==> src/rtl/instr_loader.sv <==
// Instruction memory loader: assembles a little-endian byte stream into 32-bit
// words, writes them from address 0 upward, and holds the core in reset meanwhile.
module instr_loader #(
    parameter int unsigned ADDR_WIDTH_POW      = 6,
    parameter int unsigned INSTR_MEM_DEPTH_POW = 10
) (
    input  logic                                clk_in,
    input  logic                                reset,
    input  logic                                start_in,
    input  logic [INSTR_MEM_DEPTH_POW:0]        wordCount_in,
    input  logic                                byte_valid_in,
    input  logic [7:0]                          byte_in,
    output logic                                byte_ready_out,
    output logic                                memWrite_out,
    output logic [(1 << ADDR_WIDTH_POW) - 1:0]  memAddr_out,
    output logic [31:0]                         memData_out,
    output logic                                coreHold_out,
    output logic                                busy_out,
    output logic                                done_out,
    output logic                                error_out
);

    localparam int unsigned ADDR_WIDTH = 1 << ADDR_WIDTH_POW;
    localparam int unsigned CW         = INSTR_MEM_DEPTH_POW + 1;
    localparam logic [CW-1:0] MAX_WORDS = {1'b1, {INSTR_MEM_DEPTH_POW{1'b0}}};

    typedef enum logic [2:0] {
        S_IDLE,
        S_RECV,
        S_WRITE,
        S_DONE,
        S_ERROR
    } state_t;

    state_t                  state_q;
    logic [CW-1:0]           count_q;
    logic [CW-1:0]           wordIdx_q;
    logic [1:0]              byteCnt_q;
    logic [23:0]             asm_q;
    logic                    byteReady_q;
    logic                    memWrite_q;
    logic [ADDR_WIDTH-1:0]   memAddr_q;
    logic [31:0]             memData_q;
    logic                    coreHold_q;
    logic                    busy_q;
    logic                    done_q;
    logic                    error_q;

    always_ff @(posedge clk_in) begin
        if (!reset) begin
            state_q     <= S_IDLE;
            count_q     <= '0;
            wordIdx_q   <= '0;
            byteCnt_q   <= '0;
            asm_q       <= '0;
            byteReady_q <= 1'b0;
            memWrite_q  <= 1'b0;
            memAddr_q   <= '0;
            memData_q   <= '0;
            coreHold_q  <= 1'b0;
            busy_q      <= 1'b0;
            done_q      <= 1'b0;
            error_q     <= 1'b0;
        end else begin
            memWrite_q <= 1'b0;
            case (state_q)
                S_IDLE, S_DONE, S_ERROR: begin
                    if (start_in) begin
                        if (wordCount_in == '0 || wordCount_in > MAX_WORDS) begin
                            state_q <= S_ERROR;
                            error_q <= 1'b1;
                            done_q  <= 1'b0;
                        end else begin
                            state_q     <= S_RECV;
                            count_q     <= wordCount_in;
                            wordIdx_q   <= '0;
                            byteCnt_q   <= '0;
                            asm_q       <= '0;
                            done_q      <= 1'b0;
                            error_q     <= 1'b0;
                            byteReady_q <= 1'b1;
                            coreHold_q  <= 1'b1;
                            busy_q      <= 1'b1;
                        end
                    end
                end
                S_RECV: begin
                    if (byte_valid_in && byteReady_q) begin
                        // Shift right so the first byte ends up least significant.
                        asm_q     <= {byte_in, asm_q[23:8]};
                        byteCnt_q <= byteCnt_q + 2'd1;
                        if (byteCnt_q == 2'd3) begin
                            state_q     <= S_WRITE;
                            byteReady_q <= 1'b0;
                            memWrite_q  <= 1'b1;
                            memAddr_q   <= {{(ADDR_WIDTH - CW - 2){1'b0}}, wordIdx_q, 2'b00};
                            memData_q   <= {byte_in, asm_q};
                        end
                    end
                end
                S_WRITE: begin
                    if (wordIdx_q == count_q - 1'b1) begin
                        state_q    <= S_DONE;
                        done_q     <= 1'b1;
                        coreHold_q <= 1'b0;
                        busy_q     <= 1'b0;
                    end else begin
                        state_q     <= S_RECV;
                        wordIdx_q   <= wordIdx_q + 1'b1;
                        byteReady_q <= 1'b1;
                    end
                end
                default: state_q <= S_IDLE;
            endcase
        end
    end

    assign byte_ready_out = byteReady_q;
    assign memWrite_out   = memWrite_q;
    assign memAddr_out    = memAddr_q;
    assign memData_out    = memData_q;
    assign coreHold_out   = coreHold_q;
    assign busy_out       = busy_q;
    assign done_out       = done_q;
    assign error_out      = error_q;

endmodule
==> config.mk <==
export PLATFORM = sky130hd
export DESIGN_NAME = instr_loader
export DESIGN_NICKNAME = d
export VERILOG_FILES = /design/src/rtl/instr_loader.sv
export SDC_FILE = /design/constraint.sdc
export NUM_CORES = 1
export LEC_CHECK = 0
export ABC_CLOCK_PERIOD_IN_PS = 4500
export CORE_AREA = 2 2 105 107
export DETAILED_ROUTE_END_ITERATION = 16
export DIE_AREA = 0 0 107 109
export DONT_BUFFER_PORTS = 1
export PLACE_DENSITY = 0.7
export SYNTH_ARGS = -nofsm -noshare
export SYNTH_HDL_FRONTEND = slang
export SYNTH_SLANG_ARGS = --single-unit
==> constraint.sdc <==
create_clock -name clk_in -period 4.5 [get_ports clk_in]
set_input_delay 1.125 -clock clk_in [delete_from_list [all_inputs] [get_ports clk_in]]
set_output_delay 1.125 -clock clk_in [all_outputs]
set_load 0.02 [all_outputs]
# --- Yosys cells after proc, flatten, opt, wreduce, memory -nomap -nowiden ---
# Index checks and enable logic that the tools add are counted.
totals:
  input_bits: 23
  register_bits: 99
op_classes:
  n_mux: 31
  n_eq_ne: 12
  bitwise: 1
  n_addsub: 3
  n_reduce_logical: 18
  n_lt_le_gt_ge: 1
ops:
  columns: ["op", "n"]
  rows:
  - ["24-bit two-way mux", 3]
  - ["24-bit one-hot mux with 2 select lines", 1]
  - ["11-bit two-way mux", 3]
  - ["11-bit one-hot mux with 2 select lines", 1]
  - ["3-bit AND reduction", 5]
  - ["3-bit two-way mux", 4]
  - ["2-bit != test, second input constant", 6]
  - ["4-bit AND reduction", 3]
  - ["11-bit by 1-bit adder with 11-bit output, second input constant", 1]
  - ["11-bit == test", 1]
  - ["11-bit > comparator, second input constant", 1]
  - ["11-bit zero test", 1]
  - ["11-bit by 1-bit subtractor with 11-bit output, second input constant", 1]
  - ["1-bit two-way mux", 10]
  - ["3-bit one-hot mux with 3 select lines", 1]
  - ["2-bit two-way mux", 4]
  - ["3-bit by 2-bit == test with 1-bit output, second input constant", 2]
  - ["6-bit AND reduction", 1]
  - ["1-bit one-hot mux with 2 select lines", 2]
  - ["2-bit one-hot mux with 2 select lines", 1]
  - ["2-bit nonzero test", 2]
  - ["3-bit by 1-bit == test with 1-bit output, second input constant", 1]
  - ["3-bit == test, second input constant", 1]
  - ["3-bit zero test", 1]
  - ["other kinds (9)", 9]

# --- Depth between registers and ports, before layout ---
# Gate-level depths: netlist of the first run.
depth:
  depth_word: 5
  depth_mapped: 12
  mapped_depth_nobuf: 9

# --- Worst setup path after synthesis of the first run ---
# No wires, ideal clock.
synth_timing:
  path_type: "input-to-reg"
  from: "in wordCount_in[3]"
  to: "reg count_q[4]"
  arrival_time_ns: 3.192
  path_stages: 7
  path_slack_ns: 1.181
  required_time_ns: 4.372
  path_buffers: 2
  cell_sequence: "or4_1 > or4_1 > nand3_1 > buf_2 > buf_1 > mux2i_1 > nor2_1"
synth_via:
  elab_chain_cells: 4
  elab_cells_between_ends: 5
  classes_between: "order compare (1); bitwise (1); reduce/logical (3)"
synth_rtl:
  columns: ["element", "line_no", "text"]
  rows:
  - ["from (decl)", "10", "input logic [INSTR_MEM_DEPTH_POW:0] wordCount_in,"]
  - ["11-bit > comparator or 11-bit zero test (tied branches)", "69", "if (wordCount_in == '0 || wordCount_in > MAX_WORDS) begin"]
  - ["1-bit logical OR *", "69", null]
  - ["1-bit NOT (no source line) *", null, null]
  - ["3-bit AND reduction (no source line) *", null, null]
  - ["to (signal assigned)", "75", "count_q <= wordCount_in;"]
  - ["to (decl)", "36", "logic [CW-1:0] count_q;"]
# Every way passes the cells marked *; elsewhere a longest branch is shown, timed or not.
# A chain may end at the register's enable or synchronous reset.

# --- Worst setup path after layout of the first run ---
layout_timing:
  from: "in wordCount_in[3]"
  to: "reg wordIdx_q[6]"
layout_via:
  elab_chain_cells: 4
  elab_cells_between_ends: 5
  classes_between: "order compare (1); eq/ne (1); reduce/logical (3)"
layout_rtl:
  columns: ["element", "line_no", "text"]
  rows:
  - ["11-bit > comparator or 11-bit zero test (tied branches)", "69", null]
  - ["1-bit logical OR *", "69", null]
  - ["2-bit != test (no source line) *", null, null]
  - ["4-bit AND reduction (no source line) *", null, null]
  - ["to (signal assigned)", "109", "wordIdx_q <= wordIdx_q + 1'b1;"]
  - ["to (decl)", "37", "logic [CW-1:0] wordIdx_q;"]
# Marked as above.

==> results of run 1 <==
-- stage by stage --
step	hold slack (ps)	power, mW	cells	setup slack (ps)	util [%]
global placement	451	1.19	677	794	42.0
global route	476	1.83	693	948	43.8
detailed placement	452	1.20	677	725	42.0
finish	464	1.74	693	1090	43.8
CTS	465	1.76	693	1110	43.8
floorplan	432	1.20	620	1180	-
-- flip-flops by register name, indices dropped and copies added (netlist names) --
register	flops
busy_out	1
memWrite_out	1
count_q	11
error_out	1
asm_q	24
state_q	3
byteCnt_q	2
memAddr_out	11
wordIdx_q	11
byte_ready_out	1
memData_out	32
done_out	1
-- path summary, 6_finish.rpt --
kind / start / endpoint / slack [ps] / cells after the start
setup / recovery: wordCount_in[3] / wordIdx_q[6]$_SDFFE_PN0P_ / 1090 / 7
hold / removal: asm_q[7]$_SDFFE_PN0P_ / memData_out[7]$_SDFFE_PN0P_ / 460 / 2
setup reg to reg: count_q[0]$_SDFFE_PN0P_ / wordIdx_q[7]$_SDFFE_PN0P_ / 1130 / 9
hold reg to reg: asm_q[7]$_SDFFE_PN0P_ / memData_out[7]$_SDFFE_PN0P_ / 460 / 2
-- cell usage in the layout, fill, tap and decap left out, drive strengths merged, types with 3 or more instances in the layout --
cell type  instances
a21oi             80
dfxtp             99
or4                8
inv                7
o31ai              4
and3               3
nor4               3
nand3             37
o211ai             6
buf                5
or2                3
o21a               4
xor2               5
or3                8
clkbuf            11
xnor2             11
nand2            123
o21ai              8
conb              53
nor2              24
ha                 3
nor3               6
mux2i             12
-- logic make-up after synthesis --
family	Yosys count
compound gates	117
fa+ha+maj	3
mux	12
xor+xnor	16
flops	99
simple gates	227
other cells	1
buf+inv	93
-- power groups by stage --
stage	logic [mW]	clock network, mW	registers, mW
3_3_place_gp	0.235	0	0.957
3_5_place_dp	0.240	0	0.958
2_1_floorplan	0.257	0	0.943
6_report	0.240	0.567	0.938
5_1_grt	0.266	0.624	0.942
4_1_cts	0.241	0.582	0.938
-- area by class of cell --
type / count / area share (%)
Clock buffer: 11 / 2.83
Clock inverter: 5 / 1.29
Inverter: 5 / 0.404
Multi-Input combinational cell: 428 / 48.2
Sequential cell: 99 / 42.6
Tap cell: 140 / 3.77
Timing Repair Buffer: 5 / 0.808
-- worst min-delay path, cell delays in order, from the launching register on --
cell and delay, ps:
sky130_fd_sc_hd__dfxtp_1 320, sky130_fd_sc_hd__nand2_1 50, sky130_fd_sc_hd__a21oi_1 50
-- per-layer routing --
layer / global-route usage [%] / wire length (um) / vias to the layer above
li1: - / - / 1792
met4: 9.00 / 198 / 0
met3: 4.48 / 839 / 13
met2: 26.2 / 4320 / 133
met5: 0 / 0 / -
met1: 23.9 / 4630 / 1643
==> impl_results.rst, run 1 <==
.. list-table::
   :header-rows: 1

   * - Metric
     - Value
   * - Number of global-route vias before repair
     - about 3300
   * - Detailed-route via count
     - around 3600
   * - Wire length of the first global-routing pass
     - approximately 16000 um
   * - Post-route antenna net violation count
     - 0
   * - Number of flip-flops and latches in the synthesized netlist
     - 99
   * - RSZ-0062 raised after global routing
     - false
   * - Mux cell area share after synthesis
     - ~2.6%
   * - Data required, critical path
     - 4810 ps
   * - Area taken by flip-flops and latches
     - between 1500 and 2000 um^2
   * - Clock-pin slew of the registers on the worst-case setup and hold paths
     - around 100 ps
   * - Area share of and/or/nand/nor cells after synthesis
     - between 20% and 30%
   * - Most frequently used cell type in the post-synthesis netlist
     - sky130_fd_sc_hd__nand2_1
   * - Share of the synthesized area in compound gates (AO/OA/AOI/OAI)
     - between 15 and 20%
   * - Gpl congestion
     - just under 0.9
   * - Clock tree from TritonCTS
     - done
   * - DRC violation count after routing
     - 0
   * - Top cells by area in the synthesized netlist
     - sky130_fd_sc_hd__dfxtp_1 (43%), sky130_fd_sc_hd__nand2_1 (10%), sky130_fd_sc_hd__buf_4 (8.8%)
   * - Area of the core
     - between 10000 and 15000 um^2
   * - Diode insertion count for antenna repair
     - 0
   * - Clock latency of the later-clocked register in the worst-skew pair
     - around 370 ps
   * - Area share of the leading cell type in the synthesized netlist
     - between 40% and 50%
   * - Crit-path max FO
     - 38
   * - Combinational Power Share
     - between 10 and 15%
   * - Clock buffer count from CTS
     - 9
   * - Nature of the critical path endpoint
     - flop
   * - Arrival time reported for the critical path endpoint
     - 3720 ps
   * - Total Neg Setup Slack
     - 0 ps
   * - Cell area power density
     - around 380 nW/um^2
   * - Number of iterations in the first detailed-routing pass
     - 4
   * - Distinct cell type count after synthesis
     - 54
   * - Most frequent cell on the critical path
     - sky130_fd_sc_hd__or4_1
   * - Most used flip-flop cell after synthesis
     - sky130_fd_sc_hd__dfxtp_1
   * - Vert. Die Dim
     - ~110 um
   * - Mean post-synth cell area
     - ~8.1 um^2
   * - Number of hold-repair buffers added at the cts stage
     - 0
   * - Post-layout net count
     - 574
   * - Net switching power
     - 0.521 mW
   * - Filler cell count
     - between 1000 and 1500
   * - Part of the total power dissipated in sequential elements
     - a little over half
   * - Max_cap viols
     - 0
   * - Total cell area at the placement stage
     - between 4000 and 5000 um^2
   * - Total area of multi-input combinational cells
     - ~2200 um^2
   * - Internal power
     - around 1.2 mW
   * - X dimension of the die
     - between 100 and 150 um
   * - Area share of fa/ha/maj cells after synthesis
     - less than 1%
   * - Category of cells accounting for the largest share of critical-path delay
     - simple AND/OR/NAND/NOR gates
   * - Number of antenna violations at the first check in global routing
     - 0
   * - Worst slew margin relative to its limit
     - between 30% and 40%
   * - Std-Cell Rows
     - 38
   * - H-tree lvl count
     - 3
   * - CP Cell Sequence
     - or4_1 -> or4_1 -> nand3_2 -> buf_4 -> nand2_1 -> or4_1 -> nand2_1
   * - Main combinational cell family by area after synthesis
     - simple AND/OR/NAND/NOR gates
   * - Buffer and inverter count on the worst path
     - 1
   * - Total of endpoints with negative setup slack in the final report
     - 0
   * - Proportion of layout cells with a drive suffix above 1
     - under 10%
   * - Actual transition at the worst max-transition pin
     - just under 1000 ps
   * - Post-CTS resize count
     - 0
   * - Startpoint type of the worst setup path
     - input port
   * - Wirelength per Cell
     - around 14 um
   * - Maximum number of pins on one net before global-route repair
     - 55
   * - Run status
     - finished clean
   * - Root Buffer
     - sky130_fd_sc_hd__clkbuf_8
   * - Achievable frequency
     - 293 MHz
   * - Async set or reset register ratio after synthesis
     - 0%
   * - Boundary pin count
     - around 130
   * - Global route overflow
     - 0
   * - Largest stage delay on the critical path
     - ~580 ps
   * - Area Overhead vs Synth
     - 1.17%
   * - Number of warnings printed during yosys synthesis
     - 0
   * - Deepest clock path buffer count
     - 2
   * - Power share of the clock group
     - between 30 and 40%
   * - Xor and xnor area share after synthesis
     - between 3 and 4%
   * - Switch share
     - 29.9%
   * - Count of flip-flops with a built-in enable after synthesis
     - 0
   * - Worst voltage drop across the vdd grid
     - about 0.13 mV
   * - Worst-path cell with the longest stage delay
     - sky130_fd_sc_hd__or4_1
   * - Total routing usage reported by global routing
     - roughly 18%
   * - Minimum period implied by the final worst setup slack
     - 3410 ps
   * - Cell type with the highest aggregate area in the netlist
     - sky130_fd_sc_hd__dfxtp_1
   * - Detail Placement HPWL
     - roughly 7100 um
   * - Routed via count divided by cell count
     - approximately 5.2
   * - Total wire length
     - around 10000 um
   * - Clock net sink count
     - roughly 100
   * - Part of the cycle the worst path needs
     - around three quarters
   * - Skew final
     - between 15 and 20 ps
   * - Summed instance area of the synthesized netlist
     - 4590 um^2
   * - Sequential area share after synthesis
     - between 40% and 50%
   * - Count of mapped cells out of synthesis
     - roughly 570
   * - Critical path start-end classification
     - in -> reg
   * - Most common library cells after synthesis
     - sky130_fd_sc_hd__nand2_1 (123), sky130_fd_sc_hd__dfxtp_1 (99), sky130_fd_sc_hd__a21oi_1 (80)
   * - Final design area excluding fillers
     - 4650 um^2
   * - Number of violations reported at the end of detailed-routing iteration 0
     - 196
   * - Final number of max-transition violations
     - 0
   * - Hold Fails Final Rpt
     - 0
   * - Worst hold-check path type
     - reg -> reg
   * - Quantity of I/O buffers inserted on ports
     - 0
   * - Post-CTS Repair Setup Buffers
     - 0
   * - Static leakage
     - approximately 1.7 nW
   * - Initial core utilization
     - approximately 43%
   * - Die area
     - around 12000 um^2
(Power assumes the default switching activity.)
==> run 2, diff against run 1 <==
--- a/config.mk
+++ b/config.mk
@@ -5,12 +5,12 @@
 export SDC_FILE = /design/constraint.sdc
 export NUM_CORES = 1
 export LEC_CHECK = 0
-export ABC_CLOCK_PERIOD_IN_PS = 4500
+export ABC_CLOCK_PERIOD_IN_PS = 3000
 export CORE_AREA = 2 2 105 107
 export DETAILED_ROUTE_END_ITERATION = 16
 export DIE_AREA = 0 0 107 109
 export DONT_BUFFER_PORTS = 1
-export PLACE_DENSITY = 0.7
+export PLACE_DENSITY = 0.72
 export SYNTH_ARGS = -nofsm -noshare
 export SYNTH_HDL_FRONTEND = slang
 export SYNTH_SLANG_ARGS = --single-unit
==> constraint.sdc (replaced) <==
create_clock -name clk_in -period 3 [get_ports clk_in]
set_input_delay 0.75 -clock clk_in [delete_from_list [all_inputs] [get_ports clk_in]]
set_output_delay 0.75 -clock clk_in [all_outputs]
set_load 0.02 [all_outputs]
==> impl_results.rst, run 2 (synthesis results as in run 1) <==
.. list-table::
   :header-rows: 1

   * - Metric
     - Value
   * - Run status
     - finished clean
   * - Total routing usage reported by global routing
     - a little under a fifth
   * - Arrival time reported for the critical path endpoint
     - roughly 3100 ps
   * - Wirelength per Cell
     - approximately 15 um
   * - Diode insertion count for antenna repair
     - 0
   * - Post-CTS resize count
     - 0
   * - Skew final
     - 12.2 ps
   * - Worst-path cell with the longest stage delay
     - sky130_fd_sc_hd__or4_4
   * - Maximum number of pins on one net before global-route repair
     - 77
   * - Clock-pin slew of the registers on the worst-case setup and hold paths
     - 100 ps
   * - Post-layout worst setup margin
     - 145 ps
   * - Worst slew margin relative to its limit
     - 32.7%
   * - Data required, critical path
     - roughly 3300 ps
   * - Setup slack of the most critical reg-to-reg path
     - 140 ps
   * - Quantity of I/O buffers inserted on ports
     - 0
   * - Hold Fails Final Rpt
     - 0
   * - Detail Placement HPWL
     - between 7000 and 8000 um
   * - Deepest clock path buffer count
     - 2
   * - Most frequent cells in the layout
     - sky130_fd_sc_hd__nand2_1 (123), sky130_fd_sc_hd__dfxtp_1 (99), sky130_fd_sc_hd__a21oi_1 (80)
   * - Number of violations reported at the end of detailed-routing iteration 0
     - 160
   * - Minimum period implied by the final worst setup slack
     - approximately 2900 ps
   * - Part of the cycle the worst path needs
     - ~95%
   * - Total Neg Setup Slack
     - 0 ps
   * - H-tree lvl count
     - 3
   * - Number of hold-repair buffers added at the cts stage
     - 0
   * - Final number of max-transition violations
     - 0
   * - Number of iterations in the first detailed-routing pass
     - 4
   * - Max reg flops
     - 32
   * - Startpoint type of the worst setup path
     - flop
   * - Gpl congestion
     - 0.831
   * - X dimension of the die
     - around 110 um
   * - Post-route antenna net violation count
     - 0
   * - Detailed-route via count
     - roughly 3600
   * - DRC violation count after routing
     - 0
   * - Global route overflow
     - 0
   * - Buffer and inverter count on the worst path
     - 1
   * - Most frequent standard cell in the layout excluding fill and tap cells
     - sky130_fd_sc_hd__nand2_1
   * - Post-CTS Repair Setup Buffers
     - 0
   * - Vert. Die Dim
     - around 110 um
   * - Nature of the critical path endpoint
     - flop
   * - Proportion of layout cells with a drive suffix above 1
     - roughly 8.0%
   * - Critical path start-end classification
     - reg -> reg
   * - Std-Cell Rows
     - 38
   * - Area of the core
     - approximately 11000 um^2
   * - Total of endpoints with negative setup slack in the final report
     - 0
   * - Fin util
     - roughly 45%
   * - Worst voltage drop across the vdd grid
     - between 0.2 and 0.25 mV
   * - Post-layout net count
     - a little under 600
   * - Number of antenna violations at the first check in global routing
     - 0
   * - Total wire length
     - between 10000 and 15000 um
   * - Clock tree from TritonCTS
     - done
   * - Worst hold-check path type
     - reg -> reg
   * - Crit-path max FO
     - 4
   * - Cell area power density
     - 592 nW/um^2
   * - Initial core utilization
     - 43.3%
   * - Clock net sink count
     - between 90 and 100
   * - Max_cap viols
     - 0
   * - Worst setup timing slack at the placement stage
     - around 100 ps
   * - Die area
     - 11700 um^2
   * - Static leakage
     - around 1.8 nW
   * - Category of cells accounting for the largest share of critical-path delay
     - simple AND/OR/NAND/NOR gates
   * - Achievable frequency
     - 350 MHz
   * - Routed via count divided by cell count
     - approximately 5.1
   * - Clock buffer count from CTS
     - 9
   * - Root Buffer
     - sky130_fd_sc_hd__clkbuf_8
   * - Number of global-route vias before repair
     - around 3300
   * - CP Cell Sequence
     - inv_1 -> ha_1 -> or4b_1 -> or4_4 -> a2111oi_4 -> nand3_1 -> nor3_2 -> nand3b_1 -> a2111oi_2
   * - Wire length of the first global-routing pass
     - between 15000 and 20000 um
   * - Actual transition at the worst max-transition pin
     - 1010 ps
   * - Area Overhead vs Synth
     - 4.88%
   * - Boundary pin count
     - between 100 and 150
   * - Clock latency of the later-clocked register in the worst-skew pair
     - roughly 380 ps
   * - RSZ-0062 raised after global routing
     - false
   * - Largest stage delay on the critical path
     - about 540 ps
run 2: cell count changes in the layout (fill, tap and decap cells not counted), moves of 2 or more:
cell                        previous run  this run
sky130_fd_sc_hd__buf_4                 5        14
sky130_fd_sc_hd__buf_12                0         2
sky130_fd_sc_hd__bufinv_16             1         3
sky130_fd_sc_hd__inv_6                 2         0
sky130_fd_sc_hd__inv_8                 0         2
run 2: layout make-up:
class | instances | area, um^2
clock buffer | 10 | 128
clock inverter | 6 | 121
fill | 1057 | 5790
inverter | 5 | 18.8
multi-input combinational | 428 | 2250
sequential | 99 | 1980
tap | 140 | 175
timing repair buffer | 16 | 145
run 2: worst reg2reg max path, cell delays in order (launching register included):
cell and delay (ps):
sky130_fd_sc_hd__dfxtp_1 340, sky130_fd_sc_hd__inv_1 60, sky130_fd_sc_hd__ha_1 180, sky130_fd_sc_hd__or4b_1 480
sky130_fd_sc_hd__or4_4 540, sky130_fd_sc_hd__a2111oi_4 400, sky130_fd_sc_hd__nand3_1 160, sky130_fd_sc_hd__nor3_2 170
sky130_fd_sc_hd__nand3b_1 120, sky130_fd_sc_hd__a2111oi_2 300
run 2: final timing paths:
check / end / startpoint / cells past startpoint
setup / recovery: state_q[1]$_SDFFE_PN0P_ / count_q[1]$_SDFFE_PN0P_ / 9
setup reg to reg: state_q[1]$_SDFFE_PN0P_ / count_q[1]$_SDFFE_PN0P_ / 9
hold / removal: memData_out[5]$_SDFFE_PN0P_ / asm_q[5]$_SDFFE_PN0P_ / 2
hold reg to reg: memData_out[5]$_SDFFE_PN0P_ / asm_q[5]$_SDFFE_PN0P_ / 2
run 2: power breakdown:
part           total, mW  internal, mW  switching (mW)
Clock               1.05         0.567           0.486
Combinational      0.396         0.124           0.271
Sequential          1.40          1.35          0.0595
run 2: metal layers:
metal  global-route usage (%)  vias to the layer above  share of wire (%)
met5                        0                        -                  0
met4                     7.33                        0                1.5
met3                     5.86                       11                7.7
met2                     27.5                      119                 44
met1                     23.6                     1673                 47
li1                         -                     1808                  -
run 2: through the flow:
stage,cells,power (mW),instance area [um^2],hold WS [ps]
floorplan,620,1.80,4790,432
global placement,688,1.82,4560,447
detailed placement,688,1.83,4560,449
CTS,704,2.88,4810,462
global route,704,2.98,4820,471
finish,704,2.85,4820,456
